[src/rtl/if_fetch_unit.sv]
// IF-stage fetch unit: owns the PC, fetches over a ready-qualified memory port,
// and feeds the IF/ID register from a one-entry buffer.
//   state | meaning
//   IDLE  | first cycle after reset, no fetch, IF/ID untouched
//   RUN   | fetching and presenting words to IF/ID
module if_fetch_unit #(
  parameter logic [31:0] RESET_PC  = 32'h0000_0000,
  parameter logic [31:0] NOP_INSTR = 32'h0000_0000
) (
  input  logic        Clk,
  input  logic        Reset,
  input  logic        PCWre,
  input  logic        Redirect,
  input  logic [31:0] RedirectPC,
  output logic        imem_req,
  output logic [31:0] imem_addr,
  input  logic        imem_ready,
  input  logic [31:0] imem_rdata,
  output logic [31:0] IF_Instruction,
  output logic [31:0] IF_PCadd4,
  output logic        IF_ID_Wre,
  output logic        IF_ID_Flush,
  output logic [31:0] PC
);

  typedef enum logic {ST_IDLE, ST_RUN} state_t;

  state_t      state_q, state_d;
  logic [31:0] pc_q, pc_d;
  logic        buf_valid_q, buf_valid_d;
  logic [31:0] buf_instr_q, buf_instr_d;
  logic [31:0] buf_pc4_q, buf_pc4_d;

  logic        run;
  logic        consume;
  logic        fill;
  logic [31:0] pc_plus4;
  logic [31:0] redirect_aligned;

  assign redirect_aligned = RedirectPC & 32'hFFFF_FFFC;

  always_comb begin
    run      = (state_q == ST_RUN);
    consume  = run & buf_valid_q & PCWre & ~Redirect;
    // A request is only raised when the buffer has room for the answer.
    imem_req = run & ~Redirect & (~buf_valid_q | consume);
    fill     = imem_req & imem_ready;
    pc_plus4 = pc_q + 32'd4;

    state_d     = ST_RUN;
    pc_d        = pc_q;
    buf_valid_d = buf_valid_q;
    buf_instr_d = buf_instr_q;
    buf_pc4_d   = buf_pc4_q;

    if (run) begin
      if (Redirect) begin
        pc_d        = redirect_aligned;
        buf_valid_d = 1'b0;
      end else if (fill) begin
        buf_instr_d = imem_rdata;
        buf_pc4_d   = pc_plus4;
        buf_valid_d = 1'b1;
        pc_d        = pc_plus4;
      end else if (consume) begin
        buf_valid_d = 1'b0;
      end
    end
  end

  always_ff @(posedge Clk) begin
    if (Reset) begin
      state_q     <= ST_IDLE;
      pc_q        <= RESET_PC;
      buf_valid_q <= 1'b0;
      buf_instr_q <= NOP_INSTR;
      buf_pc4_q   <= 32'h0000_0000;
    end else begin
      state_q     <= state_d;
      pc_q        <= pc_d;
      buf_valid_q <= buf_valid_d;
      buf_instr_q <= buf_instr_d;
      buf_pc4_q   <= buf_pc4_d;
    end
  end

  assign imem_addr      = pc_q;
  assign PC             = pc_q;
  assign IF_Instruction = buf_valid_q ? buf_instr_q : NOP_INSTR;
  assign IF_PCadd4      = buf_pc4_q;
  assign IF_ID_Wre      = run & (PCWre | Redirect);
  // Flush either squashes on redirect or inserts a bubble when nothing is buffered.
  assign IF_ID_Flush    = run & (Redirect | (PCWre & ~buf_valid_q));

endmodule
[config.mk]
export PLATFORM = sky130hd
export DESIGN_NAME = if_fetch_unit
export DESIGN_NICKNAME = d
export VERILOG_FILES = /design/src/rtl/if_fetch_unit.sv
export SDC_FILE = /design/constraint.sdc
export NUM_CORES = 1
export LEC_CHECK = 0
export BUFFER_PORTS_ARGS = -buffer_cell sky130_fd_sc_hd__buf_2
export CORE_MARGIN = 2
export CORE_UTILIZATION = 53
export CTS_CLUSTER_DIAMETER = 40
export DETAILED_ROUTE_END_ITERATION = 12
export GPL_TIMING_DRIVEN = 1
export PLACE_DENSITY_LB_ADDON = 0.25
export SLEW_MARGIN = 20
export SYNTH_ARGS = -nofsm -noshare
export SYNTH_HDL_FRONTEND = slang
export SYNTH_SLANG_ARGS = --single-unit
[constraint.sdc]
create_clock -name Clk -period 3 [get_ports Clk]
set_input_delay 0.3 -clock Clk [delete_from_list [all_inputs] [get_ports Clk]]
set_output_delay 0.3 -clock Clk [all_outputs]
set_load 0.1 [all_outputs]
==> impl_metrics.env <==
export IMPL_status="finished, final reports clean"
export IMPL_post_route_period_util=0.7909
export IMPL_cp_cell_sequence="ha_1, nand3_1, nor2_1, nand2_1, or3_1, a31oi_1"
export IMPL_grt_pass1_wl_um=21970
export IMPL_grt_use_total=0.2710
export IMPL_reg2reg_from="PC[2]"
export IMPL_die_w_um=100.3
export IMPL_grt_pass1_vias=4482
export IMPL_grtUsageMet1=0.3612
export IMPL_cts_num_sinks=94
export IMPL_path_clk_slew_ps=110
export IMPL_rows=35
export IMPL_post_cts_buffers=0
export IMPL_path_delay_family="simple AND/OR/NAND/NOR gates"
export IMPL_ir_drop_mv=0.2838
export IMPL_clockBufferDepth=2
export IMPL_worstSetupStartpoint="PC[2]"
export IMPL_yosysSeqAreaShare=0.3826
export IMPL_fmax_mhz=421.4
export IMPL_ys_ff_latch=94
export IMPL_worstPathArrival_ps=2670
export IMPL_ys_flop_type="dfxtp_1"
export IMPL_syn_avg_cell_area_um2=7.733
export IMPL_grt_overflow=0
export IMPL_synth_top_area_frac=0.3826
export IMPL_setup_tns_ps=0
export IMPL_fillers=877
export IMPL_routed_wl_um=13760
export IMPL_leakage_nw=2.568
export IMPL_die_h_um=100.3
export IMPL_synthArstFlopShare=0
export IMPL_grt_antenna_before_repair=0
export IMPL_htree_levels=3
export IMPL_yosys_warnings=0
export IMPL_synth_cell_type_count=54
export IMPL_die_area_um2=10070
export IMPL_first_pass_iters=5
export IMPL_synth_commonest_cells="dfxtp_1, nand2_1, a21oi_1, nor2_1"
export IMPL_placeableCoreArea_um2=9109
export IMPL_fin_total_pwr_w=0.003158
export IMPL_reg2reg_to="PC[20]"
export IMPL_dpl_hpwl_um=9874
export IMPL_start_util=0.5400
export IMPL_gp_congestion=0.9074
export IMPL_hold_buffers=0
export IMPL_worst_path_buf_inv=0
export IMPL_wl_per_cell_um=15.57
export IMPL_yosysMostFrequentCell="dfxtp_1"
export IMPL_cp_endpoint="PC[20]"
export IMPL_num_vias=4985
export IMPL_cts_tree="yes"
export IMPL_critPathLaunchType="flip-flop"
export IMPL_antenna_diode_count=0
export IMPL_io_pins=200
export IMPL_cts_root_buffer_cell="clkbuf_8"
export IMPL_yosysTopAreaCell="dfxtp_1"
export IMPL_nets=838
export IMPL_antenna_left=0
export IMPL_rrSetupSlack_ps=630
export IMPL_fin_util=0.6400
export IMPL_synth_area_leaders="dfxtp_1, a21oi_1, nand2_1, buf_4, and2_1"
export IMPL_cts_resized=0
export IMPL_cp_end_kind="flip-flop"
export IMPL_synth_edf_count=0
export IMPL_rsz0062_at_grt="no"
export IMPL_tightest_slew_ps=776.6
export IMPL_holdCritPathClass="input pin to flip-flop"
export IMPL_numPortBuffers=191
export IMPL_synthCells=636
export IMPL_via_per_inst=5.639
export IMPL_slowest_delay_ps=530
export IMPL_drtIter0Drc=269
export IMPL_met2_usage=0.4522
export IMPL_drv_cap=0
export IMPL_drive_gt1_frac=0.3001
export IMPL_worstPathMaxFanout=10
export IMPL_drv_slew=0
export IMPL_post_route_min_period_ps=2373
export IMPL_critical_path_depth=6
export IMPL_cts_made_buffers=9
export IMPL_worstPathRequired_ps=3300
export IMPL_crit_type="flip-flop to flip-flop"
export IMPL_setup_viol=0
export IMPL_grt_max_degree=52
export IMPL_clock_latency_ps=370
export IMPL_use_met3=0.04666
export IMPL_syn_area_um2=4918
export IMPL_reg2reg_depth=6
export IMPL_remaining_drc_errors=0
export IMPL_hold_viol=0
export IMPL_top_usage_layer="met2"
export IMPL_slew_headroom=0.4823
export IMPL_area_growth_pct=18.52
export IMPL_cp_slowest_cell="dfxtp_1"
export IMPL_cellPowerDensity_nw_per_um2=541.7
export IMPL_finClkSkew_ps=11.78
[power by group]
| group | switching (W) | internal, W |
|---|---|---|
| registers | 0.0000792 | 0.00131 |
| logic | 0.000771 | 0.000167 |
| clock network | 0.000509 | 0.000323 |
| total | 0.00136 | 0.00180 |
[cell families after synthesis]
family / synth area share
adders and majority gates: 0.002543
xor gates and xnor gates: 0.04808
AOI/OAI and AO/OA: 0.1997
and+or+nand+nor: 0.2562
buffers and inverters: 0.1040
other: 0.0007624
DFF: 0.3826
muxes: 0.006106
[cells in the final DEF (no fill, tap or decap), drive strengths merged, types with 8 or more instances in the layout]
cell type / count
nor3: 10
xnor2: 14
nand3: 27
a21oi: 73
a211oi: 10
a31oi: 9
nor2: 42
dfxtp: 94
buf: 203
nor4: 9
nand2: 93
xor2: 13
inv: 10
o21ai: 38
clkbuf: 9
and2: 34
a22oi: 8
nand4: 11
[flip-flops by register name, indices dropped and copies added (netlist names)]
name / flops
PC: 30
buf_valid_q: 1
buf_instr_q: 32
IF_PCadd4: 30
run: 1
[tightest hold or removal path, cell delays in order]
cell and delay, ps:
buf_2 90, nand2_1 40, a21oi_1 50
[area by class of cell]
| cell class | instances | area [µm²] | area share |
|---|---|---|---|
| Multi-Input combinational cell | 454 | 2550 | 0.4374 |
| Sequential cell | 94 | 1882 | 0.3228 |
| Timing Repair Buffer | 203 | 1046 | 0.1794 |
| Tap cell | 111 | 138.9 | 0.02382 |
| Clock buffer | 9 | 123.9 | 0.02125 |
| Clock inverter | 7 | 66.31 | 0.01138 |
| Inverter | 6 | 22.52 | 0.003863 |
[metal layers]
| metal | wire length, µm | vias up |
|---|---|---|
| met2 | 6588 | 191 |
| li1 | - | 2439 |
| met4 | 212 | 0 |
| met1 | 6064 | 2338 |
| met3 | 896 | 17 |
| met5 | 0 | - |
[how the worst min path moves through the flow]
stage                         start  slack [ps]               to  cells past startpoint
global route         imem_rdata[29]         150  buf_instr_q[29]                      3
global placement    buf_instr_q[16]         440  buf_instr_q[16]                      2
floorplan            buf_instr_q[0]         430   buf_instr_q[0]                      2
CTS                  imem_rdata[29]         150  buf_instr_q[29]                      3
detailed placement  buf_instr_q[15]         440  buf_instr_q[15]                      2
finish               imem_rdata[29]         150  buf_instr_q[29]                      3
[through the flow]
step	worst slack [ps]	std cells	area [µm²]	hold slack [ps]
5_1_grt	470.4	884	5829	148.5
2_1_floorplan	240.2	641	4937	431.7
3_5_place_dp	671.3	868	5639	441.7
6_report	627.2	884	5829	152.5
3_3_place_gp	720.5	868	5639	437.6
4_1_cts	653.0	884	5829	153.4
Note: power is estimated with default switching activity, not from simulation.
